--- config.mk ---
export PLATFORM = sky130hd
export DESIGN_NAME = uart_tx_ctrl
export DESIGN_NICKNAME = d
export VERILOG_FILES = /design/src/rtl/uart_tx_ctrl.sv
export SDC_FILE = /design/constraint.sdc
export NUM_CORES = 1
export LEC_CHECK = 0
export BUFFER_PORTS_ARGS = -buffer_cell sky130_fd_sc_hd__buf_2
export CORE_ASPECT_RATIO = 1.5
export CORE_UTILIZATION = 47
export CTS_CLUSTER_DIAMETER = 200
export DETAILED_ROUTE_END_ITERATION = 12
export GPL_ROUTABILITY_DRIVEN = 0
export PLACE_DENSITY = 0.77
export REMOVE_ABC_BUFFERS = 1
export SYNTH_ARGS = -nofsm -noshare
export SYNTH_HDL_FRONTEND = slang
export SYNTH_SLANG_ARGS = --single-unit
--- constraint.sdc ---
create_clock -name clk26m -period 3.3 [get_ports clk26m]
set_input_delay 0 -clock clk26m [delete_from_list [all_inputs] [get_ports clk26m]]
set_output_delay 0 -clock clk26m [all_outputs]
set_load 0.1 [all_outputs]
--- src/rtl/uart_tx_ctrl.sv ---
// uart_tx_ctrl: transmit sequencer that paces the serial line on the baud
// generator's tx_bpsclk strobes. It accepts one byte per frame over a
// valid/ready handshake and sends start, data (LSB first), optional parity
// and one or two stop bits. A watchdog aborts the frame if strobes stop.
//
// Build option: define UART_TX_PARITY_EN to include the parity bit (PAR state,
// cfg_par_en / cfg_par_odd). When it is undefined, frames carry no parity and
// the cfg_par inputs are ignored.
module uart_tx_ctrl #(
    parameter int STROBE_TO = 20000,
    parameter int TO_W      = 15
) (
    input  logic       clk26m,
    input  logic       rstn,
    input  logic       cfg_en,
    input  logic [1:0] cfg_dlen,
    input  logic       cfg_stop,
    input  logic       cfg_par_en,
    input  logic       cfg_par_odd,
    input  logic [7:0] tx_data,
    input  logic       tx_valid,
    output logic       tx_ready,
    input  logic       tx_bpsclk,
    output logic       tx_bps_en,
    output logic       txd,
    output logic       tx_busy,
    output logic       tx_done,
    output logic       tx_err
);

    localparam logic [2:0] S_IDLE  = 3'd0;
    localparam logic [2:0] S_WAIT  = 3'd1;
    localparam logic [2:0] S_START = 3'd2;
    localparam logic [2:0] S_DATA  = 3'd3;
    localparam logic [2:0] S_PAR   = 3'd4;
    localparam logic [2:0] S_STOP  = 3'd5;

    logic [2:0]      state;
    logic [7:0]      data_q;
    logic [1:0]      dlen_q;
    logic            stop_q;
    logic [2:0]      bit_cnt;
    logic            stop_cnt;
    logic [TO_W-1:0] wd;

    logic            accept;
    logic [2:0]      last_bit;
    logic [2:0]      next_bit;
    logic            wd_expire;

`ifdef UART_TX_PARITY_EN
    logic            par_en_q;
    logic            par_odd_q;
    logic [7:0]      par_mask;
    logic            par_bit;
`else
    // Parity configuration has no function in this build; the name keeps
    // the intentionally ignored inputs from looking like a wiring mistake.
    logic            unused_par;
    assign unused_par = cfg_par_en ^ cfg_par_odd;
`endif

    // Reset is folded in so the handshake reads 0 while rstn is held low.
    assign tx_ready  = (state == S_IDLE) & cfg_en & rstn;
    assign accept    = tx_valid & tx_ready;
    assign tx_busy   = (state != S_IDLE);
    assign last_bit  = {1'b0, dlen_q} + 3'd4;
    assign next_bit  = bit_cnt + 3'd1;
    // A strobe on the expiry cycle wins, so expiry requires no strobe.
    assign wd_expire = tx_bps_en & ~tx_bpsclk & (wd >= TO_W'(STROBE_TO - 1));

`ifdef UART_TX_PARITY_EN
    // Parity covers only the latched data length; unused high bits are masked.
    always_comb begin
        par_mask = 8'hFF;
        case (dlen_q)
            2'd0:    par_mask = 8'h1F;
            2'd1:    par_mask = 8'h3F;
            2'd2:    par_mask = 8'h7F;
            default: par_mask = 8'hFF;
        endcase
        par_bit = (^(data_q & par_mask)) ^ par_odd_q;
    end
`endif

    // Watchdog counts cycles between strobes while the generator runs and saturates.
    always_ff @(posedge clk26m) begin
        if (!rstn) begin
            wd <= '0;
        end else if (!tx_bps_en || tx_bpsclk) begin
            wd <= '0;
        end else if (wd < TO_W'(STROBE_TO)) begin
            wd <= wd + 1'b1;
        end
    end

    // Frame sequencer: accept in IDLE, then one bit step per strobe.
    always_ff @(posedge clk26m) begin
        if (!rstn) begin
            state     <= S_IDLE;
            txd       <= 1'b1;
            tx_bps_en <= 1'b0;
            tx_done   <= 1'b0;
            tx_err    <= 1'b0;
            data_q    <= '0;
            dlen_q    <= '0;
            stop_q    <= 1'b0;
            bit_cnt   <= '0;
            stop_cnt  <= 1'b0;
`ifdef UART_TX_PARITY_EN
            par_en_q  <= 1'b0;
            par_odd_q <= 1'b0;
`endif
        end else begin
            tx_done <= 1'b0;
            tx_err  <= 1'b0;
            if (wd_expire) begin
                state     <= S_IDLE;
                txd       <= 1'b1;
                tx_bps_en <= 1'b0;
                tx_err    <= 1'b1;
            end else begin
                case (state)
                    S_IDLE: begin
                        if (accept) begin
                            data_q    <= tx_data;
                            dlen_q    <= cfg_dlen;
                            stop_q    <= cfg_stop;
`ifdef UART_TX_PARITY_EN
                            par_en_q  <= cfg_par_en;
                            par_odd_q <= cfg_par_odd;
`endif
                            tx_bps_en <= 1'b1;
                            state     <= S_WAIT;
                        end
                    end
                    S_WAIT: begin
                        if (tx_bpsclk) begin
                            txd   <= 1'b0;
                            state <= S_START;
                        end
                    end
                    S_START: begin
                        if (tx_bpsclk) begin
                            txd     <= data_q[0];
                            bit_cnt <= '0;
                            state   <= S_DATA;
                        end
                    end
                    S_DATA: begin
                        if (tx_bpsclk) begin
                            if (bit_cnt != last_bit) begin
                                bit_cnt <= next_bit;
                                txd     <= data_q[next_bit];
                            end else begin
`ifdef UART_TX_PARITY_EN
                                if (par_en_q) begin
                                    txd   <= par_bit;
                                    state <= S_PAR;
                                end else begin
                                    txd      <= 1'b1;
                                    stop_cnt <= 1'b0;
                                    state    <= S_STOP;
                                end
`else
                                txd      <= 1'b1;
                                stop_cnt <= 1'b0;
                                state    <= S_STOP;
`endif
                            end
                        end
                    end
`ifdef UART_TX_PARITY_EN
                    S_PAR: begin
                        if (tx_bpsclk) begin
                            txd      <= 1'b1;
                            stop_cnt <= 1'b0;
                            state    <= S_STOP;
                        end
                    end
`endif
                    S_STOP: begin
                        if (tx_bpsclk) begin
                            if (stop_cnt < stop_q) begin
                                stop_cnt <= 1'b1;
                            end else begin
                                state     <= S_IDLE;
                                tx_bps_en <= 1'b0;
                                tx_done   <= 1'b1;
                            end
                        end
                    end
                    default: begin
                        state     <= S_IDLE;
                        txd       <= 1'b1;
                        tx_bps_en <= 1'b0;
                    end
                endcase
            end
        end
    end

endmodule

# After elaboration in Yosys (flattened, before gate mapping)

Cells that the tools add are included.

Word-level logic and storage cells: 90
Input port bits: 18
Flip-flop bits (word level): 37
Output and inout port bits: 6

Bitwise operators: 11
Reduce and logical (&&, ||, !) cells: 17
Multiplexer cells: 30
Order comparisons: 4
Eq/ne operators: 14
Add/subtract/negate cells: 3

Operator list:

| kind                    | count |
|---|---|
| $mux W3                 | 10 |
| $ne A2 B2 Y1 const B    | 9 |
| $add A15 B1 Y15 const B | 1 |
| $ge A15 B15 Y1 const B  | 1 |
| $lt A15 B15 Y1 const B  | 1 |
| $pmux W3 S5             | 1 |
| $mux W1                 | 14 |
| $reduce_and A4 Y1       | 2 |
| $reduce_and A7 Y1       | 1 |
| $eq A3 B2 Y1 const B    | 2 |
| $not A1 Y1              | 6 |
| $pmux W3 S2             | 1 |
| $reduce_and A6 Y1       | 1 |
| $reduce_or A2 Y1        | 3 |
| $and A1 B1 Y1           | 5 |
| $reduce_and A5 Y1       | 1 |
| $lt A3 B4 Y1 const B    | 1 |
| $pmux W1 S4             | 1 |
| $reduce_bool A2 Y1      | 2 |
| $reduce_or A4 Y1        | 1 |
| $add A2 B3 Y3 const B   | 1 |
| $add A3 B1 Y3 const B   | 1 |
| $bmux W1 S3             | 1 |
| $eq A3 B1 Y1 const B    | 1 |
| other kinds (11)        | 11 |

# Depth between registers and ports, before layout

Depth after elaboration: 6
Depth in mapped cells: 7
Mapped depth without buffers: 6

# Worst setup path before layout

No wires, ideal clock.

Path type: flip-flop to output port
From: register state[2]
To: output port tx_ready
Path buffers: 1
Arrival: 2.632 ns
Slack: 0.668 ns
Stages on the path, launching flop included: 4
Cells stage by stage: dfxtp_1 -> clkbuf_1 -> or3_1 -> nor2_1

Word-level cells in the longest chain between the ends: 3

RTL lines:

| item                       | RTL line | source |
|---|---|---|
| start, declared            | 38       | `logic [2:0] state;` |
| start signal, assigned     | 100      | `state <= S_IDLE;` |
| start signal, assigned     | 118      | `state <= S_IDLE;` |
| start signal, assigned     | 134      | `state <= S_WAIT;` |
| $logic_not A3 Y1           | 64       | `assign tx_ready = (state == S_IDLE) & cfg_en & rstn;` |
| $and A1 B1 Y1 (2 in a row) | 64       |  |
| end, declared              | 22       | `output logic tx_ready,` |

No other way between the ends.

# Worst setup path in the final report

From: register wd[0]
To: register dlen_q[0]

Word-level cells in the longest chain between the ends: 4

RTL lines:

| item                        | RTL line | source |
|---|---|---|
| start, declared             | 44       | `logic [TO_W-1:0] wd;` |
| start signal, assigned      | 93       | `wd <= wd + 1'b1;` |
| $ge A15 B15 Y1              | 70       | `assign wd_expire = tx_bps_en & ~tx_bpsclk & (wd >= TO_W'(STROBE_TO - 1));` |
| $and A1 B1 Y1               | 70       |  |
| $not A1 Y1 (no line)        | n/a      |  |
| $reduce_and A3 Y1 (no line) | n/a      |  |
| end signal, assigned        | 127      | `dlen_q <= cfg_dlen;` |
| end, declared               | 40       | `logic [1:0] dlen_q;` |

No other way between the ends.
A chain may end at the register's enable or synchronous reset.

==> run_results.csv <==
group,metric,value,unit
sta,finalClockSkew,0.00641,ns
setup_path,reg2reg_depth,6,
yosys,synth.distinct_cells,42,
power_and_ir_drop,p_leak,0.733,nW
clock_tree,clock-root-buffer,"clkbuf_8",
yosys,async_reset_ff_share,0,%
global_route,overflow,0,
global_route,grt_pass1_vias,1532,
yosys,netlist.area_leader.share,40.2,%
clock_tree,clk_latency,0.29,ns
route,viasPerCell,5.60,
route,wirelength,3.83,mm
global_route,met2_usage,36.6,%
clock_tree,cts_tree,"built",
placed_design,numPortBuffers,21,
yosys,syn_avg_cell_area,8.45,µm²
placed_design,place_hpwl,2.63,mm
setup_path,critPathCaptureType,"flop",
setup_path,path_max_fanout,12,
sta,finalCritPeriodShare,59.8,%
die,core,0.00372,mm²
sta,finalSetupTns,0,ns
setup_path,reg2reg_to,"dlen_q[0]",
global_route,grt_max_degree,23,
yosys,synth_commonest_cells,"dfxtp_1 (37), nand2_1 (27), nor2_1 (26)",
route,wire_per_inst,13.2,µm
yosys,synth_top_area_cell,"dfxtp_1",
power_and_ir_drop,power_density,405,mW/mm²
setup_path,cp-endpoint,"dlen_q[0]",
clock_tree,ctsHtreeMaxLevel,2,
setup_path,crit_start,"wd[0]",
final_layout,synthToLayoutAreaGrowth,16.8,%
setup_path,timing.rr.start,"wd[0]",
route,drc,0,
yosys,syn_area,0.00184,mm²
power_and_ir_drop,finalPower,873,µW
die,start_util,49.6,%
sta,fmax,507,MHz
sta,rsz0062_at_grt,"false",
die,die_w,53.1,µm
sta,hold_viol,0,
yosys,synthFlopType,"dfxtp_1",
sta,fin_crit,1.97,ns
job,maxCapViolations,0,
clock_tree,cts_num_sinks,37,
final_layout,drive_gt1_share,16.2,%
route,vias,1623,
clock_tree,clockBufferDepth,2,
sta,final_max_slew_viol_count,0,
yosys,ys_seq_elements,37,
global_route,grt_usage,21.4,%
yosys,synth_area_leaders,"dfxtp_1 (40%), nand2_1 (5.5%), nor2_1 (5.3%)",
yosys,synth-edff-count,0,
setup_path,cp-start-kind,"flop",
global_route,busiest_layer,"met2",
global_route,use_met1,23.2,%
final_layout,fin_nets,266,
yosys,ys_seq_area_share,40.2,%
die,fp.dieH,78.7,µm
die,fp-row-count,27,
power_and_ir_drop,ir_drop,0.000315,V
global_route,gr-usage-met3,5.17,%
clock_tree,cts_resized,0,
setup_path,crit_required,3.53,ns
global_route,antenna_found_initial,0,
yosys,yosysWarnings,0,
route,first_pass_iters,4,
yosys,syn_inst,218,
placed_design,placed_area,0.00196,mm²
final_layout,post-route-util,57.9,%
sta,tightest_slew,0.519,ns
die,die_area,0.00418,mm²
final_layout,n_antenna_cell,0,
sta,final-setup-viol-count,0,
setup_path,crit_type,"flop to flop",
global_route,grt_pass1_wl,6.54,mm
sta,finalWorstSetupSlack,1.33,ns
sta,slew_headroom,65.3,%
clock_tree,path_clk_slew,0.08,ns
setup_path,cp.arrival,2.20,ns
setup_path,r2r_setup_slack,1.33,ns
die,ios,24,
run_status,status,"finished clean",
placed_design,post-place-ws,1.33,ns
worst_hold_path,hp-class,"primary input to flop",
route,drt_iter0_drc,37,
final_layout,final_area,0.00215,mm²
route,drtAntennaViolNets,0,
clock_tree,numCtsBuffers,5,
yosys,synth_most_common_cell,"dfxtp_1",
==> cell type report <==
type	instances	area [µm²]
Fill cell	356	1560
Multi-Input combinational cell	165	1030
Sequential cell	37	741
Timing Repair Buffer	33	223
Clock buffer	5	68.8
Tap cell	43	53.8
Clock inverter	3	17.5
Inverter	4	15.0
==> worst max-delay path, cell delays in order, from the launching register on <==
cell and delay, ns:
dfxtp_1 0.35, ha_1 0.22, nand4_1 0.18, o211ai_1 0.15, a21boi_2 0.45, o21a_2 0.36, mux2i_1 0.20
==> cells in the final DEF, fill, tap and decap left out, drive strengths merged, types with 5 or more instances in the layout <==
cell type    instances
dfxtp               37
nand2               27
nor2                26
buf                 22
o21ai               15
a21oi               13
xnor2               11
dlygate4sd3         11
o211ai              10
nand3                8
xor2                 5
clkbuf               5
==> per-layer routing <==
layer / vias up / share of wire (%)
met1: 766 / 41
met5: - / 0
li1: 823 / -
met3: 10 / 2.9
met2: 24 / 53
met4: 0 / 3.3
==> logic make-up (layout without fill, tap and decap cells) <==
kind of cell / after synthesis / count (layout) / synth area share (%)
compound gates: 55 / 55 / 19.7
xor+xnor: 16 / 16 / 7.60
fa+ha+maj: 2 / 2 / 1.36
buf+inv: 16 / 45 / 3.67
flops: 37 / 37 / 40.2
mux: 6 / 6 / 4.62
simple gates: 86 / 86 / 22.9
==> power by group <==
group / internal (mW) / leakage [nW] / total [mW] / switching, mW
logic: 0.0349 / 0.389 / 0.0946 / 0.0597
registers: 0.457 / 0.300 / 0.467 / 0.00953
clock network: 0.146 / 0.0439 / 0.312 / 0.166
==> through the flow <==
| step | hold WS, ns | std cells |
|---|---|---|
| 2_1_floorplan | 0.126 | 206 |
| 3_3_place_gp | 0.244 | 271 |
| 3_5_place_dp | 0.244 | 271 |
| 4_1_cts | 0.0457 | 290 |
| 5_1_grt | 0.0799 | 290 |
| 6_report | 0.0628 | 290 |
==> sequential cells by signal, indices dropped and copies added, names as in the netlist <==
register / flops
bit_cnt: 3
data_q: 8
dlen_q: 2
state: 3
stop_cnt: 1
stop_q: 1
tx_bps_en: 1
tx_done: 1
tx_err: 1
txd: 1
wd: 15
==> worst min-delay path by stage <==
stage	from	to	slack (ns)	depth (start not counted)
final	tx_bpsclk	tx_done	0.06	3
after global routing	tx_bpsclk	tx_done	0.08	3
after CTS	tx_bpsclk	tx_done	0.05	3
after detailed placement	tx_data[5]	data_q[5]	0.24	3
after global placement	tx_data[5]	data_q[5]	0.24	3
after floorplan	rstn	stop_cnt	0.13	2
==> what timing repair did <==
action                                 CTS  global route
endpoints found under the hold margin   11             0
setup buffers                            0             0
hold buffers                            11             0
Note: power is estimated with default switching activity, not from simulation.
